==> config.mk <==
export PLATFORM = sky130hd
export DESIGN_NAME = uart_tx_fifo_flat
export DESIGN_NICKNAME = d
export VERILOG_FILES = /design/src/rtl/uart_tx_fifo_if.sv /design/src/rtl/uart_tx_fifo.sv /design/src/flat_wrapper.sv
export SDC_FILE = /design/constraint.sdc
export NUM_CORES = 1
export LEC_CHECK = 0
export CAP_MARGIN = 10
export CORE_ASPECT_RATIO = 0.75
export CORE_MARGIN = 10
export CORE_UTILIZATION = 45
export CTS_CLUSTER_SIZE = 12
export DETAILED_ROUTE_END_ITERATION = 16
export HOLD_SLACK_MARGIN = 0.1
export SLEW_MARGIN = 40
export SYNTH_ARGS = -nofsm -noshare
export SYNTH_HDL_FRONTEND = slang
export SYNTH_SLANG_ARGS = --single-unit
export TNS_END_PERCENT = 1
==> constraint.sdc <==
create_clock -name ACLK -period 7.6 [get_ports ACLK]
set_clock_uncertainty 0.2 [all_clocks]
set_input_delay 0.76 -clock ACLK [delete_from_list [all_inputs] [get_ports ACLK]]
set_output_delay 0.76 -clock ACLK [all_outputs]
set_load 0.1 [all_outputs]
==> src/rtl/uart_tx_fifo_if.sv <==
// Write-side bus of uart_tx_fifo: push handshake plus the FIFO status flags.
// The producer (register block) owns the master modport, the transmitter the slave.
interface uart_tx_fifo_if #(
    parameter int DATA_W     = 8,
    parameter int FIFO_DEPTH = 16,
    parameter int LVL_W      = $clog2(FIFO_DEPTH) + 1
);
    logic              wr_en;
    logic [DATA_W-1:0] wr_data;
    logic              fifo_empty;
    logic              fifo_full;
    logic [LVL_W-1:0]  fifo_level;
    logic              overflow;

    modport master (
        output wr_en, wr_data,
        input  fifo_empty, fifo_full, fifo_level, overflow
    );

    modport slave (
        input  wr_en, wr_data,
        output fifo_empty, fifo_full, fifo_level, overflow
    );
endinterface

==> src/rtl/uart_tx_fifo.sv <==
// UART transmitter with integrated FIFO; frames of 5..DATA_W bits, optional parity, 1/2 stops.
// Define UART_TX_BREAK_EN to add the tx_break input and the BREAK line state.
module uart_tx_fifo #(
    parameter int DATA_W     = 8,
    parameter int FIFO_DEPTH = 16,
    parameter int LVL_W      = $clog2(FIFO_DEPTH) + 1
) (
    input  logic                ACLK,
    input  logic                ARESETn,
    input  logic                tx_baud_pulse,
    uart_tx_fifo_if.slave       wr_if,
    input  logic [3:0]          char_len,
    input  logic                parity_en,
    input  logic                parity_odd0_even1,
    input  logic                stop2,
`ifdef UART_TX_BREAK_EN
    input  logic                tx_break,
`endif
    output logic                UART_TX,
    output logic                tx_busy,
    output logic                tx_done
);

    localparam int         PTR_W   = $clog2(FIFO_DEPTH);
    localparam logic [3:0] MAX_LEN = 4'(DATA_W);
    localparam logic [3:0] MIN_LEN = 4'd5;

    typedef enum logic [2:0] {
        S_IDLE,
        S_START,
        S_DATA,
        S_PARITY,
        S_STOP
`ifdef UART_TX_BREAK_EN
        , S_BREAK
`endif
    } state_e;

    // ------------------------------------------------------------------
    // Registers
    // ------------------------------------------------------------------
    logic [DATA_W-1:0] mem_q [FIFO_DEPTH];
    logic [PTR_W-1:0]  wr_ptr_q, wr_ptr_d;
    logic [PTR_W-1:0]  rd_ptr_q, rd_ptr_d;
    logic [LVL_W-1:0]  level_q, level_d;
    logic              empty_q, empty_d;
    logic              full_q, full_d;
    logic              overflow_q, overflow_d;

    state_e            state_q, state_d;
    logic [DATA_W-1:0] shift_q, shift_d;
    logic [3:0]        bit_cnt_q, bit_cnt_d;
    logic [3:0]        len_q, len_d;
    logic              par_en_q, par_en_d;
    logic              par_even_q, par_even_d;
    logic              stop2_q, stop2_d;
    logic              stop_cnt_q, stop_cnt_d;
    logic              par_q, par_d;
    logic              tx_q, tx_d;
    logic              busy_q, busy_d;
    logic              tx_done_q, tx_done_d;

    logic              push;
    logic              pop;
    logic              start_frame;
    logic              break_req;
    logic [3:0]        len_clamped;

`ifdef UART_TX_BREAK_EN
    assign break_req = tx_break;
`else
    assign break_req = 1'b0;
`endif

    // Character length is clamped once here and latched per frame.
    always_comb begin
        if (char_len < MIN_LEN) begin
            len_clamped = MIN_LEN;
        end else if (char_len > MAX_LEN) begin
            len_clamped = MAX_LEN;
        end else begin
            len_clamped = char_len;
        end
    end

    // ------------------------------------------------------------------
    // Frame FSM next state
    // ------------------------------------------------------------------
    always_comb begin
        // NOTE: every signal gets a default first so no path through the case infers a latch.
        state_d     = state_q;
        shift_d     = shift_q;
        bit_cnt_d   = bit_cnt_q;
        len_d       = len_q;
        par_en_d    = par_en_q;
        par_even_d  = par_even_q;
        stop2_d     = stop2_q;
        stop_cnt_d  = stop_cnt_q;
        par_d       = par_q;
        tx_d        = tx_q;
        tx_done_d   = 1'b0;
        start_frame = 1'b0;

        if (tx_baud_pulse) begin
            unique case (state_q)
                S_IDLE: begin
                    if (break_req) begin
`ifdef UART_TX_BREAK_EN
                        state_d = S_BREAK;
                        tx_d    = 1'b0;
`endif
                    end else if (!empty_q) begin
                        start_frame = 1'b1;
                    end
                end

                S_START: begin
                    state_d   = S_DATA;
                    bit_cnt_d = '0;
                    tx_d      = shift_q[0];
                    par_d     = par_q ^ shift_q[0];
                    shift_d   = shift_q >> 1;
                end

                S_DATA: begin
                    if (bit_cnt_q == len_q - 4'd1) begin
                        if (par_en_q) begin
                            state_d = S_PARITY;
                            tx_d    = par_q ^ ~par_even_q;
                        end else begin
                            state_d    = S_STOP;
                            tx_d       = 1'b1;
                            stop_cnt_d = 1'b0;
                        end
                    end else begin
                        bit_cnt_d = bit_cnt_q + 4'd1;
                        tx_d      = shift_q[0];
                        par_d     = par_q ^ shift_q[0];
                        shift_d   = shift_q >> 1;
                    end
                end

                S_PARITY: begin
                    state_d    = S_STOP;
                    tx_d       = 1'b1;
                    stop_cnt_d = 1'b0;
                end

                S_STOP: begin
                    if (stop2_q && !stop_cnt_q) begin
                        stop_cnt_d = 1'b1;
                    end else begin
                        tx_done_d = 1'b1;
                        if (break_req) begin
`ifdef UART_TX_BREAK_EN
                            state_d = S_BREAK;
                            tx_d    = 1'b0;
`endif
                        end else if (!empty_q) begin
                            start_frame = 1'b1;
                        end else begin
                            state_d = S_IDLE;
                            tx_d    = 1'b1;
                        end
                    end
                end

`ifdef UART_TX_BREAK_EN
                S_BREAK: begin
                    if (!break_req) begin
                        state_d = S_IDLE;
                        tx_d    = 1'b1;
                    end
                end
`endif

                default: begin
                    state_d = S_IDLE;
                    tx_d    = 1'b1;
                end
            endcase
        end

        // Back-to-back frames reuse this path from STOP, so the start-of-frame load lives here once.
        if (start_frame) begin
            state_d    = S_START;
            tx_d       = 1'b0;
            shift_d    = mem_q[rd_ptr_q];
            len_d      = len_clamped;
            par_en_d   = parity_en;
            par_even_d = parity_odd0_even1;
            stop2_d    = stop2;
            par_d      = 1'b0;
        end

        busy_d = (state_d != S_IDLE);
    end

    assign pop = start_frame;

    // ------------------------------------------------------------------
    // FIFO bookkeeping
    // ------------------------------------------------------------------
    always_comb begin
        push       = wr_if.wr_en && (!full_q || pop);
        overflow_d = wr_if.wr_en && full_q && !pop;
        wr_ptr_d   = push ? wr_ptr_q + PTR_W'(1) : wr_ptr_q;
        rd_ptr_d   = pop  ? rd_ptr_q + PTR_W'(1) : rd_ptr_q;
        level_d    = level_q + LVL_W'(push) - LVL_W'(pop);
        empty_d    = (level_d == '0);
        full_d     = (level_d == LVL_W'(FIFO_DEPTH));
    end

    // NOTE: the storage array has no reset; the pointers and level define what is valid.
    always_ff @(posedge ACLK) begin
        if (push) begin
            mem_q[wr_ptr_q] <= wr_if.wr_data;
        end
    end

    // NOTE: state uses non-blocking assignments so every flop samples pre-edge values.
    always_ff @(posedge ACLK or negedge ARESETn) begin
        if (!ARESETn) begin
            wr_ptr_q   <= '0;
            rd_ptr_q   <= '0;
            level_q    <= '0;
            empty_q    <= 1'b1;
            full_q     <= 1'b0;
            overflow_q <= 1'b0;
            state_q    <= S_IDLE;
            shift_q    <= '0;
            bit_cnt_q  <= '0;
            len_q      <= MIN_LEN;
            par_en_q   <= 1'b0;
            par_even_q <= 1'b0;
            stop2_q    <= 1'b0;
            stop_cnt_q <= 1'b0;
            par_q      <= 1'b0;
            tx_q       <= 1'b1;
            busy_q     <= 1'b0;
            tx_done_q  <= 1'b0;
        end else begin
            wr_ptr_q   <= wr_ptr_d;
            rd_ptr_q   <= rd_ptr_d;
            level_q    <= level_d;
            empty_q    <= empty_d;
            full_q     <= full_d;
            overflow_q <= overflow_d;
            state_q    <= state_d;
            shift_q    <= shift_d;
            bit_cnt_q  <= bit_cnt_d;
            len_q      <= len_d;
            par_en_q   <= par_en_d;
            par_even_q <= par_even_d;
            stop2_q    <= stop2_d;
            stop_cnt_q <= stop_cnt_d;
            par_q      <= par_d;
            tx_q       <= tx_d;
            busy_q     <= busy_d;
            tx_done_q  <= tx_done_d;
        end
    end

    assign UART_TX          = tx_q;
    assign tx_busy          = busy_q;
    assign tx_done          = tx_done_q;
    assign wr_if.fifo_empty = empty_q;
    assign wr_if.fifo_full  = full_q;
    assign wr_if.fifo_level = level_q;
    assign wr_if.overflow   = overflow_q;

endmodule

==> src/flat_wrapper.sv <==
// flat-port wrapper written by rule: the top's interface ports become plain ports
module uart_tx_fifo_flat 
#(
    parameter int DATA_W     = 8,
    parameter int FIFO_DEPTH = 16,
    parameter int LVL_W      = $clog2(FIFO_DEPTH) + 1
)
  (ACLK, ARESETn, tx_baud_pulse, char_len, parity_en, parity_odd0_even1, stop2, UART_TX, tx_busy, tx_done, wr_if_wr_en, wr_if_wr_data, wr_if_fifo_empty, wr_if_fifo_full, wr_if_fifo_level, wr_if_overflow);
  uart_tx_fifo_if #(.DATA_W(DATA_W), .FIFO_DEPTH(FIFO_DEPTH), .LVL_W(LVL_W)) wr_if_i ();
  input  logic ACLK;
  input  logic ARESETn;
  input  logic tx_baud_pulse;
  input  logic [3:0] char_len;
  input  logic parity_en;
  input  logic parity_odd0_even1;
  input  logic stop2;
  output logic UART_TX;
  output logic tx_busy;
  output logic tx_done;
  input wire logic [$bits(wr_if_i.wr_en)-1:0] wr_if_wr_en;
  input wire logic [$bits(wr_if_i.wr_data)-1:0] wr_if_wr_data;
  output wire logic [$bits(wr_if_i.fifo_empty)-1:0] wr_if_fifo_empty;
  output wire logic [$bits(wr_if_i.fifo_full)-1:0] wr_if_fifo_full;
  output wire logic [$bits(wr_if_i.fifo_level)-1:0] wr_if_fifo_level;
  output wire logic [$bits(wr_if_i.overflow)-1:0] wr_if_overflow;
  assign wr_if_i.wr_en = wr_if_wr_en;
  assign wr_if_i.wr_data = wr_if_wr_data;
  assign wr_if_fifo_empty = wr_if_i.fifo_empty;
  assign wr_if_fifo_full = wr_if_i.fifo_full;
  assign wr_if_fifo_level = wr_if_i.fifo_level;
  assign wr_if_overflow = wr_if_i.overflow;
  uart_tx_fifo #(.DATA_W(DATA_W), .FIFO_DEPTH(FIFO_DEPTH), .LVL_W(LVL_W)) u_core (.ACLK(ACLK), .ARESETn(ARESETn), .tx_baud_pulse(tx_baud_pulse), .wr_if(wr_if_i), .char_len(char_len), .parity_en(parity_en), .parity_odd0_even1(parity_odd0_even1), .stop2(stop2), .UART_TX(UART_TX), .tx_busy(tx_busy), .tx_done(tx_done));
endmodule
# Word-level counts from Yosys, hierarchy flattened
# Memory sizes are Yosys's and may differ from the RTL's.
# Cells that the tools add are included.
[totals]
register_bits = 43
ram_bits = 128
inputBits = 19
output_inout_bits = 11
elab_cells = 102
memories = 1
[memory_table]
columns = ["memory", "depth", "width", "rd", "rd_clocked_by_memory_dff", "write_ports", "line", "text"]
rows = [
  ["u_core.mem_q", 16, 8, 1, 0, 1, "uart_tx_fifo.sv:42", "logic [DATA_W-1:0] mem_q [FIFO_DEPTH];"],
]
[op_classes]
n_addsub = 6
order_cmp = 2
n_eq_ne = 14
muxes = 39
n_bitwise = 3
reduce_logical = 19
[op_table]
columns = ["cell", "count"]
rows = [
  ["$mux 8", 3],
  ["$mux 1", 20],
  ["$mux 3", 6],
  ["$pmux 8 s2", 1],
  ["$pmux 3 s5", 1],
  ["$add 4x1->4 const B", 3],
  ["$mux 4", 3],
  ["$reduce_bool 3->1", 3],
  ["$pmux 4 s2", 1],
  ["$eq 3x2->1 const B", 2],
  ["$ne 2x1->1 const B", 3],
  ["$ne 3x2->1 const B", 2],
  ["$reduce_and 3->1", 2],
  ["$add 5x1->5", 1],
  ["$eq 5x5->1 const B", 1],
  ["$logic_not 5->1", 1],
  ["$reduce_and 5->1", 1],
  ["$sub 5x1->5", 1],
  ["$eq 4x4->1", 1],
  ["$gt 4x4->1 const B", 1],
  ["$logic_and 1x1->1", 4],
  ["$lt 4x3->1 const B", 1],
  ["$ne 2x2->1 const B", 2],
  ["$pmux 1 s2", 2],
  ["13 further kinds", 17],
]

# Depth between registers and ports, before layout
[depth]
depth_word = 10
ltp_mapped = 15

# Worst setup path after synthesis
# No wires, ideal clock.
[synth_timing]
kind = "in2reg"
startpoint = "input tx_baud_pulse"
endpoint = "register u_core.full_q (netlist: u_core.wr_if.fifo_full)"
setup_time_ps = 73
arrival_time_ps = 3276
path_slack_ps = 4051
path_stages = 12
path_buffers = 2
path_cell_list = "clkbuf_1 -> o211ai_2 -> inv_1 -> clkbuf_1 -> ha_1 -> inv_1 -> ha_1 -> inv_1 -> fa_1 -> inv_1 -> or4_1 -> nor2b_1"
[synth_via]
elab_chain_len = 6
[synth_lines]
columns = ["element", "line", "text"]
rows = [
  ["start, declared", "flat_wrapper.sv:12", "input logic tx_baud_pulse;"],
  ["$mux 1 *", "uart_tx_fifo.sv:104", "if (tx_baud_pulse) begin"],
  ["net u_core.pop", "uart_tx_fifo.sv:64", "logic pop;"],
  ["$logic_or 1x1->1", "uart_tx_fifo.sv:205", "push = wr_if.wr_en && (!full_q || pop);"],
  ["$logic_and 1x1->1", "uart_tx_fifo.sv:205", ""],
  ["$add 5x1->5", "uart_tx_fifo.sv:209", "level_d = level_q + LVL_W'(push) - LVL_W'(pop);"],
  ["$sub 5x1->5 *", "uart_tx_fifo.sv:209", ""],
  ["net u_core.level_d[1]", "uart_tx_fifo.sv:45", "logic [LVL_W-1:0] level_q, level_d;"],
  ["$eq 5x5->1 *", "uart_tx_fifo.sv:211", "full_d = (level_d == LVL_W'(FIFO_DEPTH));"],
  ["net u_core.full_d", "uart_tx_fifo.sv:47", "logic full_q, full_d;"],
  ["end signal, assigned", "uart_tx_fifo.sv:247", "full_q <= full_d;"],
  ["end, declared", "uart_tx_fifo.sv:47", ""],
]
# The timed path passes the listed nets; every way through them passes the cells marked *.
# A chain may end at the register's enable or synchronous reset.

# Worst setup path in the final report
[layout_timing]
startpoint = "input tx_baud_pulse"
endpoint = "register u_core.full_q (netlist: u_core.wr_if.fifo_full)"
[layout_via]
elab_chain_len = 6
[layout_lines]
columns = ["element", "line"]
rows = [
  ["$mux 1 *", "uart_tx_fifo.sv:104"],
  ["$logic_or 1x1->1", "uart_tx_fifo.sv:205"],
  ["$logic_and 1x1->1", "uart_tx_fifo.sv:205"],
  ["$add 5x1->5", "uart_tx_fifo.sv:209"],
  ["$sub 5x1->5 *", "uart_tx_fifo.sv:209"],
  ["net u_core.level_d[1]", "uart_tx_fifo.sv:45"],
  ["$eq 5x5->1 *", "uart_tx_fifo.sv:211"],
  ["net u_core.full_d", "uart_tx_fifo.sv:47"],
]
# Marked as above.

==> out/results.ini <==
[setup_path]
crit_type = input pin to register
critPathSlowestCell = clkdlybuf4s50_1
cp.arrival_ns = 3.92
crit_chain = clkdlybuf4s50_1 -> o211ai_2 -> buf_4 -> inv_1 -> ha_1 -> inv_1 -> ha_1 -> inv_1 -> fa_1 -> inv_1 -> or4_1 -> nor2b_1
crit_top_cell = inv_1
crit_fanout = 26
critPathBufInv = 6
critPathTopFamily = buffers and inverters
cp.required_ns = 7.75
start_kind = input pin
endpoint_kind = register
cpPeakStageDelay_ns = 0.64

[pwr]
switching_share_pct = 34.41
power.internal_mw = 2.190
p_leak_nw = 2.959
p_switching_mw = 1.149
pwr-share-seq_pct = 41.2
powerDensity_nw_per_um2 = 404.2
combPwrFrac_pct = 32.8
clockPowerShare_pct = 26.0
ir_worst_vdd_uv = 239.3
p_total_mw = 3.339

[routing]
ant_nets = 0
dr.pass1.iters = 4
drc = 0
via_per_inst = 5.397
num_vias = 3600
wl_per_cell_um = 21.07
routed_wl_mm = 14.06
drt_iter0_markers = 254

[sta]
setup-tns-final_ns = 0
maxSlewHeadroom_pct = 55.14
setup_viol = 0
fmax_mhz = 265.7
min_period_over_period_pct = 49.53
hold_violations = 0
rsz0062_at_grt = false
drv_slew = 0
worst_pin_slew_ns = 0.6730
period_needed_ns = 3.764

[logic_synthesis]
avgSynthCellArea_um2 = 17.66
synth-seq-cells = 171
syn-instance-count = 413
yosysSeqAreaShare_pct = 67.52
synthArstFlopShare_pct = 25.15
synth_ff_type = edfxtp_1
syn_nets = 445
synth_area_um2 = 7293
ys_warn_count = 0
synth-edff-count = 128
ys_types = 51

[global_route]
grt_util_met2_pct = 21.24
grt_max_degree = 44
antenna_found_initial = 0
track_usage_pct = 13.58
met3_usage_pct = 3.846
gr-max-usage-layer = met2
grt_overflow = 0
grt_pass1_vias = 3672
grt_pass1_wl_mm = 22.14
use_met1_pct = 18.36

[clock_network]
cts_setup_buffers = 0
cts_root_buf = clkbuf_16
cts.path.max_buffers = 2
clock-sinks = 171
clk-insertion-delay-late_ns = 0.42
cts_hold_buf = 0
path_clk_slew_ns = 0.06
cts_inserted_buffers = 17
cts_resized = 0
htreeDepth = 4
cts_tree = built

[placed_design]
finalWeightedCongestion = 0.7850
place_area_um2 = 7664
portBuffers = 29
dpl.hpwl_mm = 9.228

[final_layout]
nFillCells = 1270
syn_to_final_growth_pct = 13.26
nNetsFinal = 477
n_antenna_cell = 0
final_layout_size_suffix_gt1_share_pct = 17.51
final_area_um2 = 8260

[hold_path]
hp-class = input pin to async pin

[floorplan]
fp.dieH_um = 130.3
die-area_um2 = 21750
io_pins = 30
rows = 40
die-width_um = 167
core_area_um2 = 15970
initial_core_util_pct = 45.68

[run]
drv_cap = 0

[outcome]
status = complete, no violations

==> synth_stat cells (2+ instances only) <==
cell	instances	area share [%]
edfxtp_1	128	53
dfrtp_1	39	13
nand2_1	22	1.1
mux4_2	21	6.5
inv_1	20	1.0
mux4_1	19	6.8
and2_1	17	1.5
nor2_1	14	0.72
xnor2_1	14	1.7
ha_1	12	2.1
a21oi_1	11	0.75
mux2i_1	10	1.4
o21ai_0	9	0.62
nand3_1	6	0.41
buf_2	5	0.34
or3_1	5	0.43
buf_4	4	0.41
buf_6	4	0.62
dfstp_2	4	1.4
a21o_1	3	0.31
nor3_1	3	0.21
nor3b_2	3	0.51
a31oi_1	2	0.17
a32o_1	2	0.27
and3_1	2	0.17
and3b_1	2	0.24
buf_8	2	0.41
clkbuf_1	2	0.10
nand4_1	2	0.17
nor3_2	2	0.27
o21a_1	2	0.21
o21ai_1	2	0.14
xor2_1	2	0.24
==> metal layers <==
metal  share of wire [%]  vias up
met2                  48       51
li1                    -     1667
met3                 3.9        8
met1                  48     1874
met5                   0        -
met4                0.73        0
==> cells by family (layout without fill, tap and decap cells) <==
logic type / Yosys count / in the layout / share of synthesized area [%]
xor gates and xnor gates: 18 / 18 / 2.471
DFF: 171 / 171 / 67.52
buffers and inverters: 38 / 82 / 3.019
muxes: 50 / 50 / 14.70
adders and majority gates: 13 / 13 / 2.333
AOI/OAI and AO/OA: 40 / 40 / 3.740
and+or+nand+nor: 83 / 83 / 6.211
==> placed cells by master, fill, tap and decap left out, types with 3 or more instances in the layout <==
master	synthesis	layout
and2_1	17	17
nor2_1	14	14
bufinv_16	0	3
mux4_2	21	21
buf_4	4	3
clkinv_4	0	3
clkbuf_16	0	17
a21o_1	3	3
dfrtp_1	39	37
inv_1	20	20
mux4_1	19	19
nor3b_2	3	3
dfstp_2	4	4
clkinvlp_4	0	4
nor3_1	3	3
o21ai_0	9	9
or3_1	5	5
nand3_1	6	6
edfxtp_1	128	128
nand2_1	22	22
clkdlybuf4s50_1	0	17
ha_1	12	12
a21oi_1	11	11
xnor2_1	14	14
buf_2	5	11
mux2i_1	10	10
==> flip-flops by register name, indices dropped and copies added (netlist names), 3 cells and up <==
name,cells
u_core.mem_q,128
u_core.wr_ptr_q,4
u_core.bit_cnt_q,4
u_core.rd_ptr_q,4
u_core.wr_if.fifo_level,5
u_core.state_q,3
u_core.shift_q,8
u_core.len_q,4
==> area by class of cell <==
type / count / area (um^2) / area share, %
multi-input combinational: 204 / 2148 / 26.01
clock buffer: 17 / 425.4 / 5.150
clock inverter: 14 / 171.4 / 2.075
timing repair buffer: 31 / 247.7 / 2.999
sequential: 171 / 4930 / 59.68
tap: 210 / 262.8 / 3.181
inverter: 20 / 75.07 / 0.9088
==> power groups by stage <==
stage,clock [mW],sequential (mW),combinational [mW]
detailed placement,0,1.40,1.11
global placement,0,1.39,1.11
global route,0.929,1.40,1.19
CTS,0.886,1.38,1.11
floorplan,0,1.43,0.830
finish,0.868,1.37,1.10
==> path summary, 6_finish.rpt <==
kind	startpoint	to	slack, ns	cells after the start
hold / removal	ARESETn	u_core.wr_if.fifo_full$_DFF_PN0_	0.13	1
min in group ACLK	u_core.par_even_q$_DFFE_PN0N_	u_core.par_even_q$_DFFE_PN0N_	0.30	2
max in group asynchronous	ARESETn	u_core.rd_ptr_q[0]$_DFFE_PN0N_	6.66	1
setup / recovery	tx_baud_pulse	u_core.wr_if.fifo_full$_DFF_PN0_	3.84	12
hold reg to reg	u_core.par_even_q$_DFFE_PN0N_	u_core.par_even_q$_DFFE_PN0N_	0.30	2
setup reg to reg	u_core.state_q[1]$_DFF_PN0_	u_core.wr_if.fifo_full$_DFF_PN0_	4.07	12
==> through the flow <==
step	hold slack (ns)	setup slack, ns	std cells	utilization [%]
floorplan	0.2640	4.051	413	-
global placement	0.2804	3.475	636	48.32
detailed placement	0.2929	3.371	636	48.00
CTS	0.1400	3.815	667	51.74
global route	0.1520	3.665	667	51.74
finish	0.1293	3.836	667	51.74
No activity file was read; power rests on OpenSTA's default activity.
